===== src/rtl/uart_packet_parser.sv =====
// uart_packet_parser: assembles SYNC/LEN/payload/checksum frames from the
// UART receive byte stream into a payload buffer. A validated packet is
// held for the command layer until it is acknowledged. Length, checksum,
// inter-byte timeout and overrun conditions are reported as single-cycle
// error pulses.
module uart_packet_parser #(
  parameter int          MAX_LEN       = 16,
  parameter logic [7:0]  SYNC_BYTE     = 8'hAA,
  parameter int          TIMEOUT_TICKS = 1000,
  parameter int          AW            = (MAX_LEN > 1) ? $clog2(MAX_LEN) : 1
) (
  input  logic          clk,
  input  logic          rst,
  input  logic          tick,
  input  logic [7:0]    data_in,
  input  logic          data_ready,
  input  logic [AW-1:0] rd_addr,
  output logic [7:0]    rd_data,
  output logic          pkt_valid,
  output logic [7:0]    pkt_len,
  input  logic          pkt_ack,
  output logic          busy,
  output logic          len_err,
  output logic          crc_err,
  output logic          timeout_err,
  output logic          ovr_err
);

  // The buffer is rounded up to a power of two so every rd_addr value is
  // a legal index; entries at or above MAX_LEN are simply never written.
  localparam int          DEPTH     = 1 << AW;
  localparam logic [7:0]  MAX_LEN_B = 8'(MAX_LEN);
  localparam logic [15:0] TO_LAST   = 16'(TIMEOUT_TICKS - 1);

  typedef enum logic [2:0] {IDLE, LEN, PAYLOAD, CHK, DONE} state_t;

  state_t      state;
  logic [7:0]  len_reg;
  logic [7:0]  idx;
  logic [7:0]  csum;
  logic [15:0] to_cnt;
  logic        in_frame;
  logic        to_hit;
  logic [7:0]  mem [DEPTH];

  // Additive checksum: 8-bit wrap, carry discarded.
  function automatic logic [7:0] csum_add(input logic [7:0] a, input logic [7:0] b);
    return a + b;
  endfunction

  assign in_frame = (state == LEN) || (state == PAYLOAD) || (state == CHK);
  // A byte arriving together with the threshold tick takes priority.
  assign to_hit   = in_frame && tick && !data_ready && (to_cnt == TO_LAST);
  assign rd_data  = mem[rd_addr];

  // Inter-byte timeout counter: counts ticks only while inside a frame.
  always_ff @(posedge clk or posedge rst) begin
    if (rst) begin
      to_cnt <= '0;
    end else if (!in_frame || data_ready || to_hit) begin
      to_cnt <= '0;
    end else if (tick) begin
      to_cnt <= to_cnt + 16'd1;
    end
  end

  // Payload storage; contents are deliberately left out of reset.
  always_ff @(posedge clk) begin
    if (state == PAYLOAD && data_ready) begin
      mem[idx[AW-1:0]] <= data_in;
    end
  end

  // Frame FSM with registered status outputs and error pulses.
  always_ff @(posedge clk or posedge rst) begin
    if (rst) begin
      state       <= IDLE;
      len_reg     <= '0;
      idx         <= '0;
      csum        <= '0;
      pkt_valid   <= 1'b0;
      pkt_len     <= '0;
      busy        <= 1'b0;
      len_err     <= 1'b0;
      crc_err     <= 1'b0;
      timeout_err <= 1'b0;
      ovr_err     <= 1'b0;
    end else begin
      len_err     <= 1'b0;
      crc_err     <= 1'b0;
      timeout_err <= 1'b0;
      ovr_err     <= 1'b0;
      if (to_hit) begin
        timeout_err <= 1'b1;
        state       <= IDLE;
        busy        <= 1'b0;
      end else begin
        case (state)
          IDLE: begin
            if (data_ready && data_in == SYNC_BYTE) begin
              state <= LEN;
              busy  <= 1'b1;
            end
          end
          LEN: begin
            if (data_ready) begin
              if (data_in == 8'd0 || data_in > MAX_LEN_B) begin
                len_err <= 1'b1;
                state   <= IDLE;
                busy    <= 1'b0;
              end else begin
                len_reg <= data_in;
                csum    <= data_in;
                idx     <= '0;
                state   <= PAYLOAD;
              end
            end
          end
          PAYLOAD: begin
            if (data_ready) begin
              csum <= csum_add(csum, data_in);
              idx  <= idx + 8'd1;
              if (idx == len_reg - 8'd1) begin
                state <= CHK;
              end
            end
          end
          CHK: begin
            if (data_ready) begin
              busy <= 1'b0;
              if (data_in == csum) begin
                state     <= DONE;
                pkt_valid <= 1'b1;
                pkt_len   <= len_reg;
              end else begin
                crc_err <= 1'b1;
                state   <= IDLE;
              end
            end
          end
          DONE: begin
            ovr_err <= data_ready;
            if (pkt_ack) begin
              state     <= IDLE;
              pkt_valid <= 1'b0;
            end
          end
          default: begin
            state <= IDLE;
            busy  <= 1'b0;
          end
        endcase
      end
    end
  end

endmodule


===== config.mk =====
export PLATFORM = sky130hd
export DESIGN_NAME = uart_packet_parser
export DESIGN_NICKNAME = d
export VERILOG_FILES = /design/src/rtl/uart_packet_parser.sv
export SDC_FILE = /design/constraint.sdc
export NUM_CORES = 1
export LEC_CHECK = 0
export BUFFER_PORTS_ARGS = -buffer_cell sky130_fd_sc_hd__buf_2
export CORE_ASPECT_RATIO = 0.7
export CORE_MARGIN = 1.5
export CORE_UTILIZATION = 40
export DETAILED_ROUTE_END_ITERATION = 6
export GPL_TIMING_DRIVEN = 0
export MAX_ROUTING_LAYER = met4
export PLACE_DENSITY_LB_ADDON = 0.1
export SYNTH_ARGS = -nofsm -noshare
export SYNTH_HDL_FRONTEND = slang
export SYNTH_SLANG_ARGS = --single-unit

===== constraint.sdc =====
create_clock -name clk -period 5.6 [get_ports clk]
set_input_delay 0.56 -clock clk [delete_from_list [all_inputs] [get_ports clk]]
set_output_delay 0.56 -clock clk [all_outputs]
set_load 0.05 [all_outputs]

==> summary.txt, run 1 <==
status: finished, final reports clean
Primary FF master, synth: edfxtp_1
Worst Tran Pin Value: 0.808 ns
Setup crit start: rd_addr[0]
DIE WIDTH: 174 um
required time of the critical path: 5.04 ns
cts hold-fix bufs: 0
crit start category: primary input
largest net degree at the start of global routing: 37
Area growth syn-to-layout: 14.0%
CTS tree: built
Total GRT Usage: 18.4%
syn_area_per_cell: 15.4 um2
Clock Sinks: 185
Skew-Pair Late Insertion Delay: 0.42 ns
crit path max fanout: 10
worst r2r dst: pkt_len[3]$_DFFE_PP0P_
Routed WL: 17900 um
Max-Cap Viols: 0
critical path cell sequence: clkbuf_1, buf_2, mux4_2, mux4_2, buf_2
# diodes: 0
skew final: 0.00757 ns
Setup CP Type: primary input to output port
setup TNS: 0 ns
1st-iter DRT viols: 344
CTS Buf Count: 17
Initial Util: 41.0%
final hold viol count: 0
Via-to-Cell Ratio: 5.29
IO Port Bufs: 35
R2R Setup Slk: 2.97 ns
fmax: 312 MHz
final total power: 3.51 mW
worst hold slack: 0.156 ns
Synth Instances: 531
CP arrival: 2.65 ns
FP Rows: 43
Post-Syn Nets: 562
Boundary Pins: 39
DRC viols: 0
min Tclk post-route: 3.21 ns
Max VDD drop: 0.000214 V
Clk pin slew, worst setup/hold paths: 0.07 ns
crit path to: rd_data[3]
leakage power: 3.42 nW
worst-path cell with the longest stage delay: mux4_2
Max clock buf depth: 2
via count: 4597
final-report max-slew violation count: 0
Routed wire per std cell: 20.6 um
antenna violations before repair: 0
Post-layout nets: 617
YS warnings: 0
ys async rst share: 30.8%
number of synthesized flops with an enable pin: 128
layout cells sized above 1: 21.9%
vias in the first global route: 4589
Synth top area share: 47.1%
ANT nets after route: 0
H-tree Lvls: 4
RSZ-0062 raised after global routing: no
Die ar.: 0.0213 mm2
Min-Delay Path Class: primary input to asynchronous set/reset pin
GR Overflow Total: 0
Final setup viols: 0
Post-CTS Resized: 0
dominant cell type by area after synthesis: edfxtp_1
fill count: 1742
Netlist cell types: 59
Rel. slew slack: 46.2%
synth cell count leaders: 128 x edfxtp_1, 57 x dfrtp_1, 42 x nor2_1
post-synth design cell area: 0.00816 mm2
DR pass1 iterations: 5
number of synthesized register bits: 185
Area contributors post-synth: edfxtp_1 47%, dfrtp_1 17%, mux4_2 11%, ha_1 2.0%, nor2_1 1.9%
Die Height: 123 um
Seq/Total Area, Yosys: 64.6%
fin crit share: 57.2%
Worst Setup End Kind: output port
worst r2r path cells: 7
count leader, synth: edfxtp_1
core footprint: 0.0199 mm2
max FFs per register: 128
Post-CTS Setup Bufs: 0
crit-path max cell delay: 0.65 ns
gpl congestion: 0.838
Final HPWL DP: 12000 um
first-pass GRT wire length: 27600 um
worst r2r src: csum[6]$_DFFE_PP0P_
PD cells: 377 mW/mm2
CTS root buf: clkbuf_16
==> final cells by class <==
class                   instances  area (um2)  share of cell area (%)
flip-flops and latches        185        5270                    56.6
multi-input cells             307        2700                    29.0
clock buffers                  19         433                    4.65
well taps                     270         338                    3.63
repair buffers                 36         195                    2.10
clock inverters                13         180                    1.94
plain buffers                  25         135                    1.45
inverters                      14        52.6                   0.565
==> layer usage <==
| metal | track usage [%] | part of all wire (%) |
|---|---|---|
| met5 | - | 0 |
| met4 | 4.26 | 0.72 |
| met3 | 3.35 | 5.1 |
| met2 | 26.4 | 43 |
| met1 | 27.3 | 51 |
==> metrics by stage <==
| stage | std cells | setup slack, ns | util [%] | area, um2 |
|---|---|---|---|---|
| 6_report | 869 | 2.39 | 46.8 | 9310 |
| 2_1_floorplan | 531 | 2.81 | - | 8160 |
| 3_5_place_dp | 837 | 2.35 | 43.7 | 8690 |
| 4_1_cts | 869 | 2.34 | 46.8 | 9310 |
| 5_1_grt | 869 | 2.28 | 46.8 | 9310 |
| 3_3_place_gp | 836 | 2.35 | 43.6 | 8670 |
==> how the worst min path moves through the flow <==
| stage | end | cells after the start | slack [ns] |
|---|---|---|---|
| detailed placement | pkt_len[1]$_DFFE_PP0P_ | 2 | 0.48 |
| global placement | csum[0]$_DFFE_PP0P_ | 2 | 0.47 |
| floorplan | csum[0]$_DFFE_PP0P_ | 2 | 0.45 |
| CTS | pkt_len[6]$_DFFE_PP0P_ | 2 | 0.16 |
| global route | len_reg[6]$_DFFE_PP0P_ | 2 | 0.19 |
| finish | pkt_len[5]$_DFFE_PP0P_ | 2 | 0.16 |
==> cells in the final DEF, fill, tap and decap left out, types with 17 or more instances in the layout <==
master and count:
edfxtp_1 128, dfrtp_1 57, nor2_1 42, mux4_2 40, buf_2 38, nand2_1 28
clkbuf_1 18, xnor2_1 17, clkbuf_16 17
==> cell families (layout without fill, tap and decap cells) <==
family	after synthesis	after routing	synth area share [%]
flip-flops	185	185	64.6
AND/OR/NAND/NOR	158	158	10.5
multiplexers	54	54	12.9
AO/OA/AOI/OAI	48	48	3.89
buffers and inverters	39	107	2.30
XOR/XNOR	33	33	3.54
adder cells (fa/ha/maj)	14	14	2.24
==> power breakdown <==
group          internal (mW)  switching, mW
combinational          0.264          0.373
clock                  0.718          0.543
sequential              1.53         0.0774
total                   2.51          0.994
==> critical path, delay by kind of cell <==
kind     cells  cell delay [ns]
buf+inv      3             0.92
mux          2             1.16
Note: power is estimated with default switching activity, not from simulation.
==> run 2: changes to the inputs <==
--- a/config.mk
+++ b/config.mk
@@ -5,6 +5,7 @@
 export SDC_FILE = /design/constraint.sdc
 export NUM_CORES = 1
 export LEC_CHECK = 0
+export ABC_AREA = 1
 export BUFFER_PORTS_ARGS = -buffer_cell sky130_fd_sc_hd__buf_2
 export CORE_ASPECT_RATIO = 0.7
 export CORE_MARGIN = 1.5
==> constraint.sdc (replaced) <==
create_clock -name clk -period 3.3 [get_ports clk]
set_input_delay 0.33 -clock clk [delete_from_list [all_inputs] [get_ports clk]]
set_output_delay 0.33 -clock clk [all_outputs]
set_load 0.05 [all_outputs]
==> run 2 against run 1 <==
  * Count of clock-buffer cells in the layout unchanged
  * Worst hold slack better by 0.063 ns
  * Synthesized cell count grew 54%
  * Highest routed layer unchanged
  * Via count is 34% higher
  * Die area increased by 7.1%
  * Non-clock buffer count increased by 4
  * Utilization down 1.1 points
  * Routed wire length increased by 24%
  * Final area is 5.7% higher
==> summary.txt, run 2 <==
Post-Layout Cell Count: 1168
worst r2r path cells: 5
PD cells: 619 mW/mm2
DIE WIDTH: 180 um
Final HPWL DP: 15300 um
required time of the critical path: 3.35 ns
Clock Sinks: 185
final hold viol count: 0
worst r2r dst: mem[13][7]$_DFFE_PP_
Initial Util: 40.6%
DR pass1 iterations: 6
Primary FF master, synth: edfxtp_1
max FFs per register: 128
DRC viols: 0
skew final: 0.0158 ns
CTS Buf Count: 17
Boundary Pins: 39
Max clock buf depth: 2
H-tree Lvls: 4
Rel. slew slack: 39.6%
Post-Syn Nets: 851
Worst Setup End Kind: flip-flop
Die Height: 127 um
Synth top area share: 43.9%
core footprint: 0.0216 mm2
synth cell count leaders: 128 x edfxtp_1, 112 x nand2_1, 88 x inv_1
YS warnings: 0
dominant cell type by area after synthesis: edfxtp_1
final core occ: 45.6%
fin crit share: 75.5%
number of synthesized flops with an enable pin: 128
dpl ws: 0.596 ns
leakage power: 3.90 nW
fmax: 401 MHz
FP Rows: 45
1st-iter DRT viols: 588
number of synthesized register bits: 185
layout cells sized above 1: 12.2%
worst hold slack: 0.218 ns
worst r2r src: state[2]$_DFFE_PP0P_
Post-layout nets: 906
Final WS setup: 0.808 ns
antenna violations before repair: 0
status: finished, final reports clean
Final setup viols: 0
Hold EP: to_cnt[1]$_DFFE_PP0P_
Min-Delay Path Class: primary input to flip-flop
post-synth design cell area: 0.00875 mm2
Post-Place Cells: 1137
RSZ-0062 raised after global routing: no
final total power: 6.09 mW
Area contributors post-synth: edfxtp_1 44%, dfrtp_1 16%, nand2_1 4.8%, o21ai_0 4.0%, inv_1 3.8%
crit start category: flip-flop
Total GRT Usage: 21.1%
Max-Cap Viols: 0
R2R Setup Slk: 0.81 ns
first-pass GRT wire length: 34900 um
Routed wire per std cell: 19.0 um
vias in the first global route: 6071
setup TNS: 0 ns
CTS tree: built
count leader, synth: edfxtp_1
Netlist cell types: 49
via count: 6171
Area after DPL: 0.00929 mm2
Skew-Pair Late Insertion Delay: 0.43 ns
Routed WL: 22200 um
design area: 0.00984 mm2
Worst Tran Pin Value: 0.903 ns
most frequent cells in the layout: 128 x edfxtp_1, 112 x nand2_1, 87 x inv_1
CTS root buf: clkbuf_16
Die ar.: 0.0228 mm2
# diodes: 0
Area growth syn-to-layout: 12.4%
final-report max-slew violation count: 0
worst hold path depth: 3
ANT nets after route: 0
Via-to-Cell Ratio: 5.28
largest net degree at the start of global routing: 43
GR Overflow Total: 0
Synth Instances: 820
Setup CP Type: flip-flop to flip-flop
commonest non-fill, non-tap cell in the layout: edfxtp_1
Seq/Total Area, Yosys: 60.2%
gpl congestion: 0.890
critical hold path startpoint: tick
IO Port Bufs: 34
crit path max fanout: 10
Post-CTS Setup Bufs: 0
Clk pin slew, worst setup/hold paths: 0.07 ns
syn_area_per_cell: 10.7 um2
Max VDD drop: 0.000351 V
min Tclk post-route: 2.49 ns
ys async rst share: 30.8%
CP arrival: 2.54 ns
run 2: cell count changes in the layout (fill, tap and decap cells not counted), moves of 9 or more:
cell / previous run / this run
nand2_1: 28 / 112
mux2i_1: 5 / 32
mux2_2: 9 / 0
and2_1: 13 / 1
o211ai_1: 2 / 33
a21oi_1: 9 / 42
nand3_1: 10 / 45
o21ai_0: 16 / 70
nor2_1: 42 / 64
inv_1: 13 / 87
mux4_2: 40 / 0
run 2: cell families (layout without fill, tap and decap cells):
| family | after synthesis | after routing | synth area share [%] |
|---|---|---|---|
| simple gates | 270 | 270 | 14.0 |
| flops | 185 | 185 | 60.2 |
| compound gates | 168 | 168 | 11.5 |
| buf+inv | 126 | 192 | 5.85 |
| mux | 32 | 32 | 3.66 |
| xor+xnor | 25 | 25 | 2.66 |
| fa+ha+maj | 14 | 14 | 2.09 |
run 2: layer usage:
layer / routed length (um) / track usage [%] / up-vias
met5: 0 / - / -
li1: - / - / 2981
met3: 967 / 3.93 / 23
met2: 9360 / 29.9 / 163
met4: 374 / 6.27 / 0
met1: 11500 / 30.8 / 3004
run 2: area by class of cell:
| cell class | count | area (um2) |
|---|---|---|
| clock buffer | 19 | 433 |
| multi-input combinational | 509 | 2970 |
| clock inverter | 11 | 103 |
| timing repair buffer | 36 | 200 |
| inverter | 97 | 369 |
| fill | 2017 | 11700 |
| buffer | 29 | 143 |
| sequential | 185 | 5270 |
| tap | 282 | 353 |
run 2: worst max-delay path by stage:
| stage | start | end | slack (ns) | depth (start not counted) |
|---|---|---|---|---|
| after detailed placement | data_in[3] | pkt_len[0]$_DFFE_PP0P_ | 0.60 | 7 |
| after CTS | state[2]$_DFFE_PP0P_ | mem[5][7]$_DFFE_PP_ | 0.73 | 5 |
| after global placement | data_in[4] | pkt_len[0]$_DFFE_PP0P_ | 0.65 | 7 |
| final | state[2]$_DFFE_PP0P_ | mem[13][7]$_DFFE_PP_ | 0.81 | 5 |
| after global routing | state[2]$_DFFE_PP0P_ | mem[5][7]$_DFFE_PP_ | 0.62 | 5 |
| after floorplan | rd_addr[0] | rd_data[4] | 1.39 | 7 |
run 2: repair_timing:
item	4_1_cts	5_1_grt
setup endpoints to repair	0	0
resized for setup	0	0
endpoints found under the hold margin	15	0
hold buffers	1	0
run 2: worst max-delay path, cell delays in order, from the launching register on:
cell and delay [ns]:
dfrtp_1 0.44, nor2_1 0.17, nand2_2 0.18, nor2_2 0.33
nand2_1 0.24, nor2_1 0.74
run 2: power breakdown:
group	leakage, nW	switching (mW)	total (mW)	internal [mW]
logic	1.75	0.937	1.39	0.454
clock network	0.253	0.878	1.91	1.03
registers	1.90	0.123	2.78	2.66
==> run 3: changes to the inputs <==
--- a/config.mk
+++ b/config.mk
@@ -5,7 +5,7 @@
 export SDC_FILE = /design/constraint.sdc
 export NUM_CORES = 1
 export LEC_CHECK = 0
-export ABC_AREA = 1
+export ABC_AREA = 0
 export BUFFER_PORTS_ARGS = -buffer_cell sky130_fd_sc_hd__buf_2
 export CORE_ASPECT_RATIO = 0.7
 export CORE_MARGIN = 1.5
==> constraint.sdc (replaced) <==
create_clock -name clk -period 2.6 [get_ports clk]
set_input_delay 0.26 -clock clk [delete_from_list [all_inputs] [get_ports clk]]
set_output_delay 0.26 -clock clk [all_outputs]
set_load 0.05 [all_outputs]
==> run 3 against run 2 <==
  * Combinational power hardly changed
  * Global-route usage is 2.7 points lower
  * Clock power is 42% higher
  * Final area is 5.0% lower
  * Non-clock buffer count is 3 lower
  * Register-to-register slack worse by 0.60 ns
  * Clock skew is 0.0080 ns lower
  * Via count is 25% lower
  * Sequential power is 24% higher
==> summary.txt, run 3 (synthesis results as in run 1) <==
crit path max fanout: 10
Max clock buf depth: 2
worst-path cell with the longest stage delay: mux4_2
layout cells sized above 1: 22.5%
Setup CP Type: primary input to output port
CTS root buf: clkbuf_16
design area: 0.00934 mm2
Worst Setup End Kind: output port
Clock Sinks: 185
CTS Buf Count: 17
leakage power: 3.44 nW
Area growth syn-to-layout: 14.5%
GR Overflow Total: 0
Die ar.: 0.0213 mm2
Initial Util: 41.0%
Via-to-Cell Ratio: 5.30
Total GRT Usage: 18.4%
crit start category: primary input
Max-Cap Viols: 0
status: finished, final reports clean
most frequent cells in the layout: 128 x edfxtp_1, 57 x dfrtp_1, 42 x nor2_1
max FFs per register: 128
cell family with most CP delay: multiplexers
Area after DPL: 0.00869 mm2
# diodes: 0
Worst Tran Pin Value: 0.740 ns
Final setup viols: 0
Max VDD drop: 0.000461 V
final hold viol count: 0
FP Rows: 43
largest net degree at the start of global routing: 37
Routed WL: 18000 um
dpl ws: -0.323 ns
DR pass1 iterations: 5
ANT nets after route: 0
core footprint: 0.0199 mm2
CP arrival: 2.23 ns
1st-iter DRT viols: 347
required time of the critical path: 2.34 ns
antenna violations before repair: 0
IO Port Bufs: 35
Routed wire per std cell: 20.6 um
Final HPWL DP: 12000 um
fmax: 402 MHz
first-pass GRT wire length: 27600 um
most used cell, CP: mux4_2
DRC viols: 0
final-report max-slew violation count: 0
CTS tree: built
fin crit share: 95.7%
fill count: 1737
Rel. slew slack: 50.7%
RSZ-0062 raised after global routing: no
Die Height: 123 um
via count: 4607
Final WS setup: 0.112 ns
CP bufs+invs: 3
DIE WIDTH: 174 um
Boundary Pins: 39
Clk pin slew, worst setup/hold paths: 0.07 ns
PD cells: 811 mW/mm2
Min-Delay Path Class: primary input to flip-flop
commonest non-fill, non-tap cell in the layout: edfxtp_1
min Tclk post-route: 2.49 ns
critical path cell sequence: clkbuf_1, buf_4, mux4_2, mux4_2, buf_2
vias in the first global route: 4598
skew final: 0.00776 ns
gpl congestion: 0.838
final core occ: 46.9%
Post-layout nets: 618
crit-path max cell delay: 0.62 ns
H-tree Lvls: 4
Skew-Pair Late Insertion Delay: 0.43 ns
run 3: changes by cell type in the layout (fill, tap and decap cells not counted), sizes merged, moves of 8 or more:
cell / previous run / this run
o21ai: 78 / 16
nand3: 46 / 10
mux2i: 32 / 5
inv: 97 / 21
o211ai: 33 / 2
mux2: 0 / 9
buf: 48 / 40
mux4: 0 / 40
nor2: 69 / 42
a21oi: 44 / 9
and2: 1 / 14
xnor2: 9 / 17
nand2: 116 / 28
run 3: report_power, final:
part | total (mW) | internal (mW) | switching [mW]
clock | 2.72 | 1.55 | 1.17
combinational | 1.39 | 0.575 | 0.817
sequential | 3.46 | 3.30 | 0.167
run 3: path summary, 6_finish.rpt:
check | end | cells after the start | from | slack (ns)
min reg2reg | pkt_len[0]$_DFFE_PP0P_ | 2 | pkt_len[0]$_DFFE_PP0P_ | 0.50
max reg2reg | pkt_len[3]$_DFFE_PP0P_ | 7 | csum[6]$_DFFE_PP0P_ | 0.21
min in group asynchronous | pkt_len[6]$_DFFE_PP0P_ | 3 | rst | 0.42
max in group asynchronous | csum[3]$_DFFE_PP0P_ | 4 | rst | 1.61
min | state[2]$_DFFE_PP0P_ | 2 | pkt_ack | 0.11
max | rd_data[4] | 5 | rd_addr[0] | 0.11
run 3: area by class of cell:
cell class / count / area (um2) / area share, %
Sequential cell: 185 / 5270 / 56.4
Multi-Input combinational cell: 307 / 2720 / 29.1
Clock buffer: 19 / 433 / 4.63
Tap cell: 270 / 338 / 3.62
Timing Repair Buffer: 37 / 205 / 2.20
Clock inverter: 13 / 180 / 1.93
Buffer: 25 / 145 / 1.55
Inverter: 14 / 52.6 / 0.562
run 3: routing by layer:
metal	vias up	global-route usage [%]	routed length (um)
li1	2145	-	-
met4	0	4.26	119
met5	-	-	0
met2	66	26.5	7800
met3	9	3.35	674
met1	2387	27.3	9360
run 3: repair_timing:
action | CTS | global route
pin swaps | 0 | 0
resized for setup | 2 | 8
hold buffers | 1 | 0
endpoints found under the hold margin | 21 | 0
endpoints found under the setup margin | 12 | 40
buffers inserted | 0 | 0
run 3: per-stage QoR:
step	TNS, ns	power (mW)	hold WS, ns	std cells
final	0	7.58	0.107	870
after floorplan	0	4.49	0.359	531
after detailed placement	-2.42	4.89	0.323	837
after global routing	0	7.91	0.0992	870
after global placement	-2.42	4.85	0.468	836
after CTS	0	7.62	0.0894	870
